$ cat src/rtl/imm_encoder_pkg.sv
// rtl/imm_encoder_pkg.sv - format select constants shared with the core immediate generator
package riscv_imm_pkg;

   localparam logic [2:0] IMM_I = 3'b000;
   localparam logic [2:0] IMM_S = 3'b001;
   localparam logic [2:0] IMM_B = 3'b010;
   localparam logic [2:0] IMM_U = 3'b011;
   localparam logic [2:0] IMM_J = 3'b100;

   // True when imm[31:lsb] are all equal, i.e. the value survives sign extension from bit lsb.
   function automatic logic sext_fits(input logic [31:0] imm, input int unsigned lsb);
      logic [31:0] t;
      t = $unsigned($signed(imm) >>> lsb);
      return (t == 32'h0) || (t == 32'hFFFF_FFFF);
   endfunction

endpackage

$ cat src/rtl/imm_encoder_if.sv
// rtl/imm_encoder_if.sv - input/output beat handshake bundle for imm_encoder
interface imm_encoder_if #(
   parameter int CNT_W = 8
);
   logic             in_valid;
   logic             in_ready;
   logic [2:0]       in_sel;
   logic [31:0]      in_base;
   logic [31:0]      in_imm;
   logic             out_valid;
   logic             out_ready;
   logic [31:0]      out_instr;
   logic             out_err;
   logic [CNT_W-1:0] err_count;

   modport slave (
      input  in_valid, in_sel, in_base, in_imm, out_ready,
      output in_ready, out_valid, out_instr, out_err, err_count
   );

   modport master (
      output in_valid, in_sel, in_base, in_imm, out_ready,
      input  in_ready, out_valid, out_instr, out_err, err_count
   );
endinterface

$ cat src/rtl/imm_encoder_pack.sv
// rtl/imm_encoder_pack.sv - combinational immediate packer with representability check
module imm_pack
   import riscv_imm_pkg::*;
(
   input  logic [2:0]  sel,
   input  logic [31:0] base,
   input  logic [31:0] imm,
   output logic [31:0] instr,
   output logic        err
);

   always_comb begin
      instr = base;
      err   = 1'b0;
      case (sel)
         IMM_I: begin
            instr = {imm[11:0], base[19:0]};
            err   = !sext_fits(imm, 11);
         end
         IMM_S: begin
            instr = {imm[11:5], base[24:12], imm[4:0], base[6:0]};
            err   = !sext_fits(imm, 11);
         end
         IMM_B: begin
            instr = {imm[12], imm[10:5], base[24:12], imm[4:1], imm[11], base[6:0]};
            err   = !sext_fits(imm, 12) || imm[0];
         end
         IMM_U: begin
            instr = {imm[31:12], base[11:0]};
            err   = (imm[11:0] != 12'h000);
         end
         IMM_J: begin
            instr = {imm[20], imm[10:1], imm[11], imm[19:12], base[11:0]};
            err   = !sext_fits(imm, 20) || imm[0];
         end
         default: begin
            // Unknown format: leave the word untouched and flag it.
            instr = base;
            err   = 1'b1;
         end
      endcase
   end

endmodule

$ cat src/rtl/imm_encoder.sv
// rtl/imm_encoder.sv - two-stage valid/ready immediate encoder with saturating error counter
module imm_encoder
   import riscv_imm_pkg::*;
#(
   parameter int CNT_W = 8
) (
   input  logic         clk,
   input  logic         reset,
   imm_encoder_if.slave bus
);

   logic             s1_valid;
   logic [2:0]       s1_sel;
   logic [31:0]      s1_base;
   logic [31:0]      s1_imm;
   logic             s2_valid;
   logic [31:0]      s2_instr;
   logic             s2_err;
   logic [CNT_W-1:0] err_count;
   logic [31:0]      pk_instr;
   logic             pk_err;
   logic             s2_adv;
   logic             s1_adv;

   imm_pack u_pack (
      .sel   (s1_sel),
      .base  (s1_base),
      .imm   (s1_imm),
      .instr (pk_instr),
      .err   (pk_err)
   );

   assign s2_adv = !s2_valid || bus.out_ready;
   assign s1_adv = !s1_valid || s2_adv;

   assign bus.in_ready  = !reset && s1_adv;
   assign bus.out_valid = s2_valid;
   assign bus.out_instr = s2_instr;
   assign bus.out_err   = s2_err;
   assign bus.err_count = err_count;

   always_ff @(posedge clk) begin
      if (reset) begin
         s1_valid  <= 1'b0;
         s1_sel    <= 3'b000;
         s1_base   <= 32'h0;
         s1_imm    <= 32'h0;
         s2_valid  <= 1'b0;
         s2_instr  <= 32'h0;
         s2_err    <= 1'b0;
         err_count <= '0;
      end else begin
         if (s2_adv) begin
            s2_valid <= s1_valid;
            if (s1_valid) begin
               s2_instr <= pk_instr;
               s2_err   <= pk_err;
            end
         end
         if (s1_adv) begin
            s1_valid <= bus.in_valid;
            if (bus.in_valid) begin
               s1_sel  <= bus.in_sel;
               s1_base <= bus.in_base;
               s1_imm  <= bus.in_imm;
            end
         end
         // Counts errored beats actually taken downstream; sticks at all-ones.
         if (s2_valid && bus.out_ready && s2_err && (err_count != {CNT_W{1'b1}}))
            err_count <= err_count + 1'b1;
      end
   end

endmodule

$ cat src/flat_wrapper.sv
// flat-port wrapper written by rule: the top's interface ports become plain ports
module imm_encoder_flat import riscv_imm_pkg::*;
#(
   parameter int CNT_W = 8
)
  (clk, reset, bus_in_valid, bus_in_sel, bus_in_base, bus_in_imm, bus_out_ready, bus_in_ready, bus_out_valid, bus_out_instr, bus_out_err, bus_err_count);
  imm_encoder_if #(.CNT_W(CNT_W)) bus_i ();
  input  logic clk;
  input  logic reset;
  input wire logic [$bits(bus_i.in_valid)-1:0] bus_in_valid;
  input wire logic [$bits(bus_i.in_sel)-1:0] bus_in_sel;
  input wire logic [$bits(bus_i.in_base)-1:0] bus_in_base;
  input wire logic [$bits(bus_i.in_imm)-1:0] bus_in_imm;
  input wire logic [$bits(bus_i.out_ready)-1:0] bus_out_ready;
  output wire logic [$bits(bus_i.in_ready)-1:0] bus_in_ready;
  output wire logic [$bits(bus_i.out_valid)-1:0] bus_out_valid;
  output wire logic [$bits(bus_i.out_instr)-1:0] bus_out_instr;
  output wire logic [$bits(bus_i.out_err)-1:0] bus_out_err;
  output wire logic [$bits(bus_i.err_count)-1:0] bus_err_count;
  assign bus_i.in_valid = bus_in_valid;
  assign bus_i.in_sel = bus_in_sel;
  assign bus_i.in_base = bus_in_base;
  assign bus_i.in_imm = bus_in_imm;
  assign bus_i.out_ready = bus_out_ready;
  assign bus_in_ready = bus_i.in_ready;
  assign bus_out_valid = bus_i.out_valid;
  assign bus_out_instr = bus_i.out_instr;
  assign bus_out_err = bus_i.out_err;
  assign bus_err_count = bus_i.err_count;
  imm_encoder #(.CNT_W(CNT_W)) u_core (.clk(clk), .reset(reset), .bus(bus_i));
endmodule
$ cat config.mk
export PLATFORM = sky130hd
export DESIGN_NAME = imm_encoder_flat
export DESIGN_NICKNAME = d
export VERILOG_FILES = /design/src/rtl/imm_encoder_pkg.sv /design/src/rtl/imm_encoder_if.sv /design/src/rtl/imm_encoder_pack.sv /design/src/rtl/imm_encoder.sv /design/src/flat_wrapper.sv
export SDC_FILE = /design/constraint.sdc
export NUM_CORES = 1
export LEC_CHECK = 0
export ABC_AREA = 1
export CAP_MARGIN = 20
export CORE_ASPECT_RATIO = 0.9
export CORE_UTILIZATION = 49
export DETAILED_ROUTE_END_ITERATION = 8
export GPL_TIMING_DRIVEN = 0
export HOLD_SLACK_MARGIN = 0.08
export PLACE_DENSITY = 0.85
export SKIP_LAST_GASP = 1
export SLEW_MARGIN = 30
export SYNTH_ARGS = -nofsm -noshare
export SYNTH_HDL_FRONTEND = slang
export SYNTH_SLANG_ARGS = --single-unit
export TNS_END_PERCENT = 1
$ cat constraint.sdc
create_clock -name clk -period 1.7 [get_ports clk]
set_input_delay 0.425 -clock clk [delete_from_list [all_inputs] [get_ports clk]]
set_output_delay 0.425 -clock clk [all_outputs]
set_load 0.05 [all_outputs]
==> metrics.log <==
INFO  metric status = finished, violations left
INFO  metric failed_checks = setup timing
INFO  metric critPathLaunchType = flop
INFO  metric critPathMaxFanout = 2
INFO  metric floorplan.die.width = 104 µm
INFO  metric setup_violations = 49
INFO  metric setup_buffers_after_cts = 0
INFO  metric drc = 0
INFO  metric remaining_antenna_violation_count_after_routing = 0
INFO  metric core-area = 0.00913 mm²
INFO  metric synth_top_cells_by_area = dfxtp_1 48%, o21ai_0 11%, nor2_1 10%
INFO  metric final_routed_wirelength_across_all_metal_layers = 13400 µm
INFO  metric max-cap-violations = 0
INFO  metric power_frac_seq = 53.2%
INFO  metric finalPower = 5.41 mW
INFO  metric cts_tree = done
INFO  metric seq_cells_post_synth = 110
INFO  metric worstReg2RegEnd = u_core.bus.out_instr[17]$_SDFFE_PP0P_
INFO  metric yosysWarningCount = 0
INFO  metric detail_route.iter0.violations = 276
INFO  metric dpl_cell_area = 0.00588 mm²
INFO  metric worst-r2r-cell-count = 6
INFO  metric critPathTopFamily = buffers and inverters
INFO  metric netlist_area = 0.00460 mm²
INFO  metric critical_path_class = reg2out
INFO  metric hold_buffers = 0
INFO  metric global_route.usage.met1 = 36.8%
INFO  metric synth_area_per_cell = 7.19 µm²
INFO  metric power_density = 896 mW/mm²
INFO  metric async_flop_share = 0%
INFO  metric ctsRootBufferMaster = clkbuf_8
INFO  metric vias = 4748
INFO  metric worst_ep_required_time = 1.27 ns
INFO  metric synth_enable_flop_cells = 0
INFO  metric use_met3 = 4.30%
INFO  metric crit_path_cell_trace = clkdlybuf4s50_1
INFO  metric cts.htree.levels = 3
INFO  metric crit_path_start = u_core.bus.out_instr[7]$_SDFFE_PP0P_
INFO  metric overall_routing_resource_usage = 28.1%
INFO  metric cp_data_arrival_time = 1.55 ns
INFO  metric synthesis.nets = 711
INFO  metric clock_insertion_delay_worst_skew = 0.37 ns
INFO  metric leakage = 2.48 nW
INFO  metric critical_path_buf_inv_count = 1
INFO  metric flow.area_growth_from_synthesis = 31.4%
INFO  metric maxClockFrequency = 507 MHz
INFO  metric fin_nets = 833
INFO  metric dr.pass1.iters = 5
INFO  metric seq_area_frac_synth = 47.9%
INFO  metric worst_pin_slew = 0.664 ns
INFO  metric min_period_over_period = 116%
INFO  metric report.final.hold_viol_count = 0
INFO  metric clkSlewWorstSetupHoldPaths = 0.10 ns
INFO  metric synth_top_flop_cell = dfxtp_1
INFO  metric netlist.top_cell.by_area = dfxtp_1
INFO  metric clock_power_share = 26.8%
INFO  metric switchingPower = 1.67 mW
INFO  metric initial_utilization = 50.4%
INFO  metric post-route-min-period = 1.97 ns
INFO  metric yosys.cell_types.count = 26
INFO  metric synthCells = 639
INFO  metric floorplan.die_area = 0.00977 mm²
INFO  metric grt_start_max_net_pins = 20
INFO  metric gp_routability_congestion = 0.945
INFO  metric numPortBuffers = 112
INFO  metric final_critical_path_setup_slack = -0.273 ns
INFO  metric dp_hpwl = 10300 µm
INFO  metric endpoint_kind = output pin
INFO  metric vdd.ir_drop.worst = 491 µV
INFO  metric worst_hold_path.endpoint = u_core.bus.out_valid$_SDFFE_PP0P_
INFO  metric cts-buffers-inserted = 9
INFO  metric grt_pass1_wl = 21700 µm
INFO  metric relSlewSlack = 55.7%
INFO  metric min_path_type = in2reg
INFO  metric first_global_vias = 4509
INFO  metric worst_min_delay_path_startpoint = reset
INFO  metric slowest_delay = 0.82 ns
INFO  metric grt-busiest-layer = met2
INFO  metric yosysTopAreaCellShare = 47.9%
INFO  metric final_layout_size_suffix_gt1_share = 5.87%
INFO  metric cts.sinks = 110
INFO  metric placementRows = 33
INFO  metric switching_fraction_of_total_power = 30.8%
INFO  metric gr-total-overflow = 0
INFO  metric whs_path_depth = 2
INFO  metric use_met2 = 47.0%
INFO  metric cp_slowest_cell = clkdlybuf4s50_1
INFO  metric finalInstanceArea = 0.00604 mm²
INFO  metric routed_wire_length_per_instance = 15.1 µm
INFO  metric internal_power = 3.75 mW
INFO  metric rsz_0062_raised_after_global_routing = true
INFO  metric count_of_inserted_antenna_diode_cells = 0
INFO  metric final.fill_count = 819
INFO  metric die_height = 93.9 µm
INFO  metric reg2reg_setup_slack = 0.05 ns
INFO  metric max_slew_violation_count = 0
INFO  metric clk_path_buf_depth = 2
INFO  metric routed_via_density = 5.35
INFO  metric finClkSkew = 0.00842 ns
INFO  metric grt_antenna_before_repair = 0
INFO  metric timing.rr.start = u_core.s1_valid$_SDFFE_PP0N_
INFO  metric p_comb_share = 20.0%
INFO  metric design.portCount = 114
[repair_timing]
| item | 4_1_cts | 5_1_grt |
|---|---|---|
| pin swaps | 0 | 0 |
| setup endpoints to repair | 74 | 138 |
| gates resized for setup | 19 | 2 |
| endpoints found under the hold margin | 0 | 0 |
| cloned | 0 | 0 |
[worst max path at each step]
stage	end	slack, ns	cells after the start
final	bus_out_instr[7]	-0.27	1
after detailed placement	bus_in_ready	-0.93	7
after global placement	bus_in_ready	-0.92	7
after floorplan	bus_in_ready	-0.02	6
after CTS	bus_out_instr[24]	-0.27	1
after global routing	bus_out_instr[30]	-0.30	1
[cells in the mapped netlist (all sizes together) (2+ instances only)]
cell,count
a21oi,74
nand4,2
o22ai,2
nand3,11
a31oi,5
a211oi,9
nor2,129
nand2,81
buf,14
clkbuf,21
o211ai,9
inv,61
dfxtp,110
o21ai,105
[power by group through the flow]
stage                     sequential [mW]  clock [mW]  combinational, mW
after floorplan                      3.09           0              0.467
after global placement               2.93           0               1.06
after detailed placement             2.93           0               1.08
after CTS                            2.87        1.46               1.08
after global routing                 2.90        1.56               1.18
final                                2.88        1.45               1.08
[routing by layer]
metal	vias up	routed length, µm	part of all wire [%]
met2	182	6090	45
met3	26	863	6.4
li1	2336	-	-
met4	0	295	2.2
met5	-	0	0
met1	2204	6200	46
[per-stage QoR]
step	hold WS, ns	worst slack (ns)	TNS (ns)	util, %	instances
floorplan	0.430	-0.0187	-0.0187	-	639
global route	0.385	-0.302	-14.85	66.2	888
finish	0.384	-0.273	-8.15	66.2	888
CTS	0.369	-0.274	-8.67	66.1	888
detailed placement	0.450	-0.933	-36.09	64.5	873
global placement	0.442	-0.921	-32.58	64.5	873
[sequential cells by signal, indices dropped and copies added (netlist names)]
| signal | count |
|---|---|
| u_core.bus.err_count | 8 |
| u_core.bus.out_err | 1 |
| u_core.bus.out_instr | 32 |
| u_core.bus.out_valid | 1 |
| u_core.s1_base | 32 |
| u_core.s1_imm | 32 |
| u_core.s1_sel | 3 |
| u_core.s1_valid | 1 |
[layout by cell type, fill, tap and decap left out, types with 2 or more instances in the layout]
cell type	Yosys	routed
o21ai_0	104	104
o22ai_1	2	2
nand4_1	2	2
clkinv_2	0	2
nand2_2	2	3
buf_4	4	5
inv_2	4	4
nor2_1	127	127
nand2_1	79	78
clkinvlp_4	0	2
inv_1	57	56
a211oi_1	9	9
dfxtp_1	110	107
a21oi_1	73	73
clkinv_4	0	2
nor2_4	2	2
clkdlybuf4s50_1	0	97
dlygate4sd2_1	0	13
dfxtp_2	0	3
nand3_1	11	10
a31oi_1	5	5
o211ai_1	9	9
clkbuf_8	0	10
clkbuf_1	21	21
buf_2	10	10
[cell type report]
class | instances | area [µm²] | share of cell area [%]
Clock buffer | 11 | 141 | 2.34
Tap cell | 122 | 153 | 2.53
Multi-Input combinational cell | 432 | 2010 | 33.3
Buffer | 34 | 158 | 2.61
Timing Repair Buffer | 112 | 1100 | 18.2
Clock inverter | 5 | 35.0 | 0.580
Inverter | 62 | 236 | 3.91
Sequential cell | 110 | 2210 | 36.5
[worst reg2reg max path, cell delays in order, from the launching register on]
cell	delay [ns]
dfxtp_1	0.38
inv_1	0.09
a21oi_4	0.27
inv_2	0.10
clkbuf_1	0.32
a211oi_1	0.32
nor2_1	0.07
[cells by family (layout without fill, tap and decap cells)]
family,after synthesis,in the layout,share of synthesized area [%]
simple gates,225,225,19.3
fa+ha+maj,1,1,0.272
compound gates,205,205,23.8
buf+inv,97,224,8.52
flops,110,110,47.9
xor+xnor,1,1,0.191
Power figures use the tool's default switching activity.
